File: src/rtl/apb_request_master_pkg.sv
// rtl/apb_request_master_pkg.sv - shared FSM state and APB bundle types for the request master
package apb_request_master_pkg;

  localparam int unsigned ADDR_W = 32;
  localparam int unsigned DATA_W = 32;
  localparam int unsigned CNT_W  = 16;

  typedef enum logic [1:0] {
    ST_IDLE    = 2'd0,
    ST_SETUP   = 2'd1,
    ST_ACCESS  = 2'd2,
    ST_RESPOND = 2'd3
  } state_t;

  typedef struct packed {
    logic [ADDR_W-1:0] paddr;
    logic              penable;
    logic              psel;
    logic              pwrite;
    logic [DATA_W-1:0] pwdata;
  } apb_request_t;

  typedef struct packed {
    logic [DATA_W-1:0] prdata;
    logic              pready;
    logic              perr;
  } apb_response_t;

endpackage

File: src/rtl/apb_request_master_if.sv
// rtl/apb_request_master_if.sv - command, response and APB bundles of the request master
interface apb_request_master_if;
  import apb_request_master_pkg::*;

  logic                cmd_valid;
  logic                cmd_ready;
  logic                cmd_write;
  logic [ADDR_W-1:0]   cmd_address;
  logic [DATA_W-1:0]   cmd_wdata;
  logic                rsp_valid;
  logic                rsp_ready;
  logic [DATA_W-1:0]   rsp_rdata;
  logic                rsp_error;
  logic                rsp_timeout;
  apb_request_t        apb_request;
  apb_response_t       apb_response;
  logic [CNT_W-1:0]    txn_count;

  modport master (
    input  cmd_valid, cmd_write, cmd_address, cmd_wdata, rsp_ready, apb_response,
    output cmd_ready, rsp_valid, rsp_rdata, rsp_error, rsp_timeout, apb_request, txn_count
  );

  modport slave (
    output cmd_valid, cmd_write, cmd_address, cmd_wdata, rsp_ready, apb_response,
    input  cmd_ready, rsp_valid, rsp_rdata, rsp_error, rsp_timeout, apb_request, txn_count
  );

endinterface

File: src/rtl/apb_request_master.sv
// rtl/apb_request_master.sv - single-outstanding APB master with wait-state timeout
module apb_request_master
  import apb_request_master_pkg::*;
#(
  parameter int unsigned TIMEOUT_CYCLES = 255
) (
  input  logic                 clk,
  input  logic                 clk__enable,
  input  logic                 reset,
  apb_request_master_if.master bus
);

  state_t              r_state;
  state_t              w_state_next;

  logic [ADDR_W-1:0]   r_paddr;
  logic [DATA_W-1:0]   r_pwdata;
  logic                r_pwrite;
  logic [CNT_W-1:0]    r_wait_cnt;
  logic [DATA_W-1:0]   r_rsp_rdata;
  logic                r_rsp_error;
  logic                r_rsp_timeout;
  logic [CNT_W-1:0]    r_txn_count;

  logic                w_cmd_fire;
  logic                w_rsp_fire;
  logic                w_pready;
  logic [CNT_W:0]      w_wait_inc;
  logic                w_timeout_hit;
  apb_request_t        w_apb_request;

  assign w_pready   = bus.apb_response.pready;
  assign w_cmd_fire = (r_state == ST_IDLE) && bus.cmd_valid;
  assign w_rsp_fire = (r_state == ST_RESPOND) && bus.rsp_ready;

  // One extra bit so a TIMEOUT_CYCLES of 65535 still compares cleanly.
  assign w_wait_inc    = {1'b0, r_wait_cnt} + {{CNT_W{1'b0}}, 1'b1};
  assign w_timeout_hit = (w_wait_inc == (CNT_W+1)'(TIMEOUT_CYCLES));

  // Next-state decode; pready is tested before the timeout so it wins a tie.
  always_comb begin
    w_state_next = r_state;
    case (r_state)
      ST_IDLE:    if (bus.cmd_valid) w_state_next = ST_SETUP;
      ST_SETUP:   w_state_next = ST_ACCESS;
      ST_ACCESS:  if (w_pready || w_timeout_hit) w_state_next = ST_RESPOND;
      ST_RESPOND: if (bus.rsp_ready) w_state_next = ST_IDLE;
      default:    w_state_next = ST_IDLE;
    endcase
  end

  // State register; reset overrides a low clock enable.
  always_ff @(posedge clk) begin
    if (reset) begin
      r_state <= ST_IDLE;
    end else if (clk__enable) begin
      r_state <= w_state_next;
    end
  end

  // Request capture, wait counter, response capture and completion count.
  always_ff @(posedge clk) begin
    if (reset) begin
      r_paddr       <= '0;
      r_pwdata      <= '0;
      r_pwrite      <= 1'b0;
      r_wait_cnt    <= '0;
      r_rsp_rdata   <= '0;
      r_rsp_error   <= 1'b0;
      r_rsp_timeout <= 1'b0;
      r_txn_count   <= '0;
    end else if (clk__enable) begin
      if (w_cmd_fire) begin
        r_paddr  <= bus.cmd_address;
        r_pwdata <= bus.cmd_wdata;
        r_pwrite <= bus.cmd_write;
      end

      if (r_state == ST_SETUP) begin
        r_wait_cnt <= '0;
      end else if ((r_state == ST_ACCESS) && !w_pready) begin
        r_wait_cnt <= w_wait_inc[CNT_W-1:0];
      end

      if (r_state == ST_ACCESS) begin
        if (w_pready) begin
          r_rsp_rdata   <= r_pwrite ? '0 : bus.apb_response.prdata;
          r_rsp_error   <= bus.apb_response.perr;
          r_rsp_timeout <= 1'b0;
        end else if (w_timeout_hit) begin
          r_rsp_rdata   <= '0;
          r_rsp_error   <= 1'b1;
          r_rsp_timeout <= 1'b1;
        end
      end

      if (w_rsp_fire) begin
        r_txn_count <= r_txn_count + {{(CNT_W-1){1'b0}}, 1'b1};
      end
    end
  end

  // APB request bundle: select/enable come from state decode, fields from capture registers.
  always_comb begin
    w_apb_request         = '0;
    w_apb_request.paddr   = r_paddr;
    w_apb_request.pwdata  = r_pwdata;
    w_apb_request.pwrite  = r_pwrite;
    w_apb_request.psel    = (r_state == ST_SETUP) || (r_state == ST_ACCESS);
    w_apb_request.penable = (r_state == ST_ACCESS);
  end

  assign bus.apb_request = w_apb_request;
  assign bus.cmd_ready   = (r_state == ST_IDLE);
  assign bus.rsp_valid   = (r_state == ST_RESPOND);
  assign bus.rsp_rdata   = r_rsp_rdata;
  assign bus.rsp_error   = r_rsp_error;
  assign bus.rsp_timeout = r_rsp_timeout;
  assign bus.txn_count   = r_txn_count;

endmodule

File: src/flat_wrapper.sv
// flat-port wrapper written by rule: the top's interface ports become plain ports
module apb_request_master_flat import apb_request_master_pkg::*;
#(
  parameter int unsigned TIMEOUT_CYCLES = 255
)
  (clk, clk__enable, reset, bus_cmd_valid, bus_cmd_write, bus_cmd_address, bus_cmd_wdata, bus_rsp_ready, bus_apb_response, bus_cmd_ready, bus_rsp_valid, bus_rsp_rdata, bus_rsp_error, bus_rsp_timeout, bus_apb_request, bus_txn_count);
  apb_request_master_if bus_i ();
  input  logic clk;
  input  logic clk__enable;
  input  logic reset;
  input wire logic [$bits(bus_i.cmd_valid)-1:0] bus_cmd_valid;
  input wire logic [$bits(bus_i.cmd_write)-1:0] bus_cmd_write;
  input wire logic [$bits(bus_i.cmd_address)-1:0] bus_cmd_address;
  input wire logic [$bits(bus_i.cmd_wdata)-1:0] bus_cmd_wdata;
  input wire logic [$bits(bus_i.rsp_ready)-1:0] bus_rsp_ready;
  input wire logic [$bits(bus_i.apb_response)-1:0] bus_apb_response;
  output wire logic [$bits(bus_i.cmd_ready)-1:0] bus_cmd_ready;
  output wire logic [$bits(bus_i.rsp_valid)-1:0] bus_rsp_valid;
  output wire logic [$bits(bus_i.rsp_rdata)-1:0] bus_rsp_rdata;
  output wire logic [$bits(bus_i.rsp_error)-1:0] bus_rsp_error;
  output wire logic [$bits(bus_i.rsp_timeout)-1:0] bus_rsp_timeout;
  output wire logic [$bits(bus_i.apb_request)-1:0] bus_apb_request;
  output wire logic [$bits(bus_i.txn_count)-1:0] bus_txn_count;
  assign bus_i.cmd_valid = bus_cmd_valid;
  assign bus_i.cmd_write = bus_cmd_write;
  assign bus_i.cmd_address = bus_cmd_address;
  assign bus_i.cmd_wdata = bus_cmd_wdata;
  assign bus_i.rsp_ready = bus_rsp_ready;
  assign bus_i.apb_response = bus_apb_response;
  assign bus_cmd_ready = bus_i.cmd_ready;
  assign bus_rsp_valid = bus_i.rsp_valid;
  assign bus_rsp_rdata = bus_i.rsp_rdata;
  assign bus_rsp_error = bus_i.rsp_error;
  assign bus_rsp_timeout = bus_i.rsp_timeout;
  assign bus_apb_request = bus_i.apb_request;
  assign bus_txn_count = bus_i.txn_count;
  apb_request_master #(.TIMEOUT_CYCLES(TIMEOUT_CYCLES)) u_core (.clk(clk), .clk__enable(clk__enable), .reset(reset), .bus(bus_i));
endmodule
File: config.mk
export PLATFORM = sky130hd
export DESIGN_NAME = apb_request_master_flat
export DESIGN_NICKNAME = d
export VERILOG_FILES = /design/src/rtl/apb_request_master_pkg.sv /design/src/rtl/apb_request_master_if.sv /design/src/rtl/apb_request_master.sv /design/src/flat_wrapper.sv
export SDC_FILE = /design/constraint.sdc
export NUM_CORES = 1
export LEC_CHECK = 0
export ABC_AREA = 0
export CORE_MARGIN = 2
export CORE_UTILIZATION = 45
export CTS_BUF_LIST = sky130_fd_sc_hd__clkbuf_8
export DETAILED_ROUTE_END_ITERATION = 12
export GPL_TIMING_DRIVEN = 1
export PLACE_DENSITY = 0.9
export SYNTH_ARGS = -nofsm -noshare
export SYNTH_HDL_FRONTEND = slang
export SYNTH_SLANG_ARGS = --single-unit
File: constraint.sdc
create_clock -name clk -period 3.06 [get_ports clk]
set_input_delay 0.918 -clock clk [delete_from_list [all_inputs] [get_ports clk]]
set_output_delay 0.918 -clock clk [all_outputs]
set_load 0.1 [all_outputs]
==> impl_metrics.yaml, run 1 <==
critical_path:
  rrSetupSlack_ns: 0.35
  critPathCaptureType: "register"
  crit_arrival_ns: 3.05
  worstPathRequired_ns: 3.40
  critPathMaxFanout: 32
  startpoint_type: "register"
  crit_type: "reg -> reg"
synthesis:
  synth_seq_area_share_pct: 46.3
  yosysTopAreaCell: "dfxtp_1"
  syn_area_per_cell_um2: 8.29
  muxShareOfSynthArea_pct: 0.544
  synth_edf_count: 0
  synth.area.top_cells: "dfxtp_1 (46%), nand2_1 (9.6%), a21oi_1 (7.7%)"
  synth_xor_xnor_area_share_pct: 2.29
  synth_adder_area_share_pct: 1.52
  ys.flop_type: "dfxtp_1"
  yosys_warnings: 0
  ys_types: 51
  synthCells: 693
  synth_nets: 804
  synth_top_family_by_area: "simple AND/OR/NAND/NOR gates"
  synth_top_area_share_pct: 46.3
  yosys.area_share.simple_pct: 27.5
  synthArstFlopShare_pct: 0
  synth_compound_area_share_pct: 17.2
  post-synth-top-count-cell: "nand2_1"
  synth-seq-cells: 133
  synth_common_cells: "nand2_1 (147), dfxtp_1 (133), a21oi_1 (88), clkbuf_1 (42), nor2_1 (39)"
  synth_area_mm2: 0.00575
detailed_routing:
  wl_per_cell_um: 14.5
  routed_via_density: 5.19
  drc_errors: 0
  ant_nets: 0
  wl_um: 15600
  drtIter0Drc: 415
  first_pass_iters: 4
  vias: 5596
floorplanning:
  rows: 41
  die_h_um: 117
  core_mm2: 0.0125
  dieWidth_um: 117
  pin_count: 223
  die_area_mm2: 0.0137
  start_util_pct: 45.9
grt:
  antenna_found_initial: 1
  gr-max-usage-layer: "met2"
  grtUsageTotal_pct: 22.0
  gr-usage-met2_pct: 35.1
  grt_overflow: 0
  grt_use_met1_pct: 27.6
  grt_max_degree: 84
  grt_pass1_wl_um: 24000
  grt_pass1_vias: 4970
  met3_usage_pct: 6.64
timing:
  fmax_mhz: 369
  worstMarginPinSlew_ns: 0.536
  setup_violations: 0
  rsz0062_at_grt: "no"
  hold_viol_final: 0
  whs_ns: 0.454
  tns_ns: 0
  final_max_slew_viol_count: 0
  period_share_pct: 88.7
  relSlewSlack_pct: 63.7
  fin_skew_ns: 0.0127
  fin_crit_ns: 2.71
place:
  dp_hpwl_um: 10900
  place.gp.congestion: 0.818
  portBuffers: 222
clocking:
  cts_tree: "built"
  cts-hold-fix-buffers: 0
  post-cts-setup-buffers: 0
  clk_root_buffer_cell: "clkbuf_8"
  clock_path_buffers: 2
  h-tree-depth: 4
  clock_latency_ns: 0.45
  cts.sinks: 133
  cts_resized: 0
  cts_buffers: 17
  clkTransAtPathRegs_ns: 0.08
finish:
  syn2layout_area_growth_pct: 44.1
  nets: 1005
  drive_gt1_share_pct: 20.2
job:
  max-cap-violations: 0
pwr:
  power_density_mw_per_mm2: 560
  p_leak_nw: 3.60
  irDropWorstVdd_uv: 454
outcome:
  outcome: "complete, no violations"
worst_hold_path:
  hp-class: "reg -> reg"
[placed cells by master (no fill, tap or decap), drive strengths merged, types with 3 or more instances in the layout]
master	n
and3	40
ha	7
a211oi	3
buf	135
and2	3
a211o	32
xor2	9
a21oi	88
nand2	147
dfxtp	133
xnor2	6
nor3	8
nor4	4
clkinvlp	3
nand3	14
nor2	39
bufinv	4
a311oi	6
and4	3
o21ai	18
clkbuf	18
nor3b	33
clkdlybuf4s50	102
nand4	11
inv	11
a31oi	3
or3	5
[critical path: stages, from the launching register on]
cell and delay [ns]:
dfxtp_1 0.46, ha_1 0.35, nand3_4 0.16, nor4_4 0.48, xnor2_1 0.20, and4_4 0.26, a311oi_4 0.08, buf_4 0.27
a211o_1 0.33
[through the flow]
step,cells,setup slack (ns),util [%],power (mW),area [um^2]
finish,1079,0.347,66.1,4.64,8280
global route,1079,0.185,66.1,4.81,8280
CTS,1078,0.346,66.1,4.67,8270
detailed placement,1047,0.279,62.6,3.04,7830
global placement,1047,0.313,62.6,3.03,7830
floorplan,693,0.260,-,2.70,5750
[sequential cells by signal, indices dropped and copies added, names as in the netlist]
register / cells
u_core.bus.txn_count: 16
u_core.bus.rsp_error: 1
u_core.r_pwrite: 1
u_core.r_wait_cnt: 16
u_core.r_pwdata: 32
u_core.r_paddr: 32
u_core.r_state: 2
u_core.bus.rsp_rdata: 32
u_core.bus.rsp_timeout: 1
[layer usage]
layer  share of wire, %  up-vias
li1                   -     2820
met1                 42     2565
met2                 48      184
met3                7.5       27
met4                2.3        0
met5                  0        -
[cell type report]
| type | count | area [um^2] |
|---|---|---|
| fillers | 1034 | 4240 |
| multi-input cells | 498 | 2830 |
| flip-flops and latches | 133 | 2660 |
| repair buffers | 237 | 2100 |
| clock buffers | 18 | 248 |
| well taps | 172 | 215 |
| clock inverters | 13 | 195 |
| inverters | 7 | 26.3 |
| diodes | 1 | 2.50 |
[kinds of logic after synthesis]
group           count (synthesis)
compound gates                158
fa+ha+maj                       7
xor+xnor                       15
mux                             3
buf+inv                        62
simple gates                  315
flops                         133
[path summary, 6_finish.rpt]
path                              end  depth (start not counted)                 start
max          u_core.bus.rsp_rdata[15]                          8  u_core.r_wait_cnt[1]
min                u_core.r_pwdata[2]                          2    u_core.r_pwdata[2]
min reg2reg        u_core.r_pwdata[2]                          2    u_core.r_pwdata[2]
max reg2reg  u_core.bus.rsp_rdata[15]                          8  u_core.r_wait_cnt[1]
[where the power goes]
| part | switching, mW | internal, mW |
|---|---|---|
| clock network | 0.722 | 0.917 |
| logic | 0.827 | 0.320 |
| registers | 0.0461 | 1.81 |
| total | 1.60 | 3.04 |
No activity file was read; power rests on OpenSTA's default activity.
==> run 2: changes to the inputs <==
- TNS_END_PERCENT: default -> 30
==> results of run 2 <==
Same layout as run 1: the final DEF is identical, and so are final timing and power.
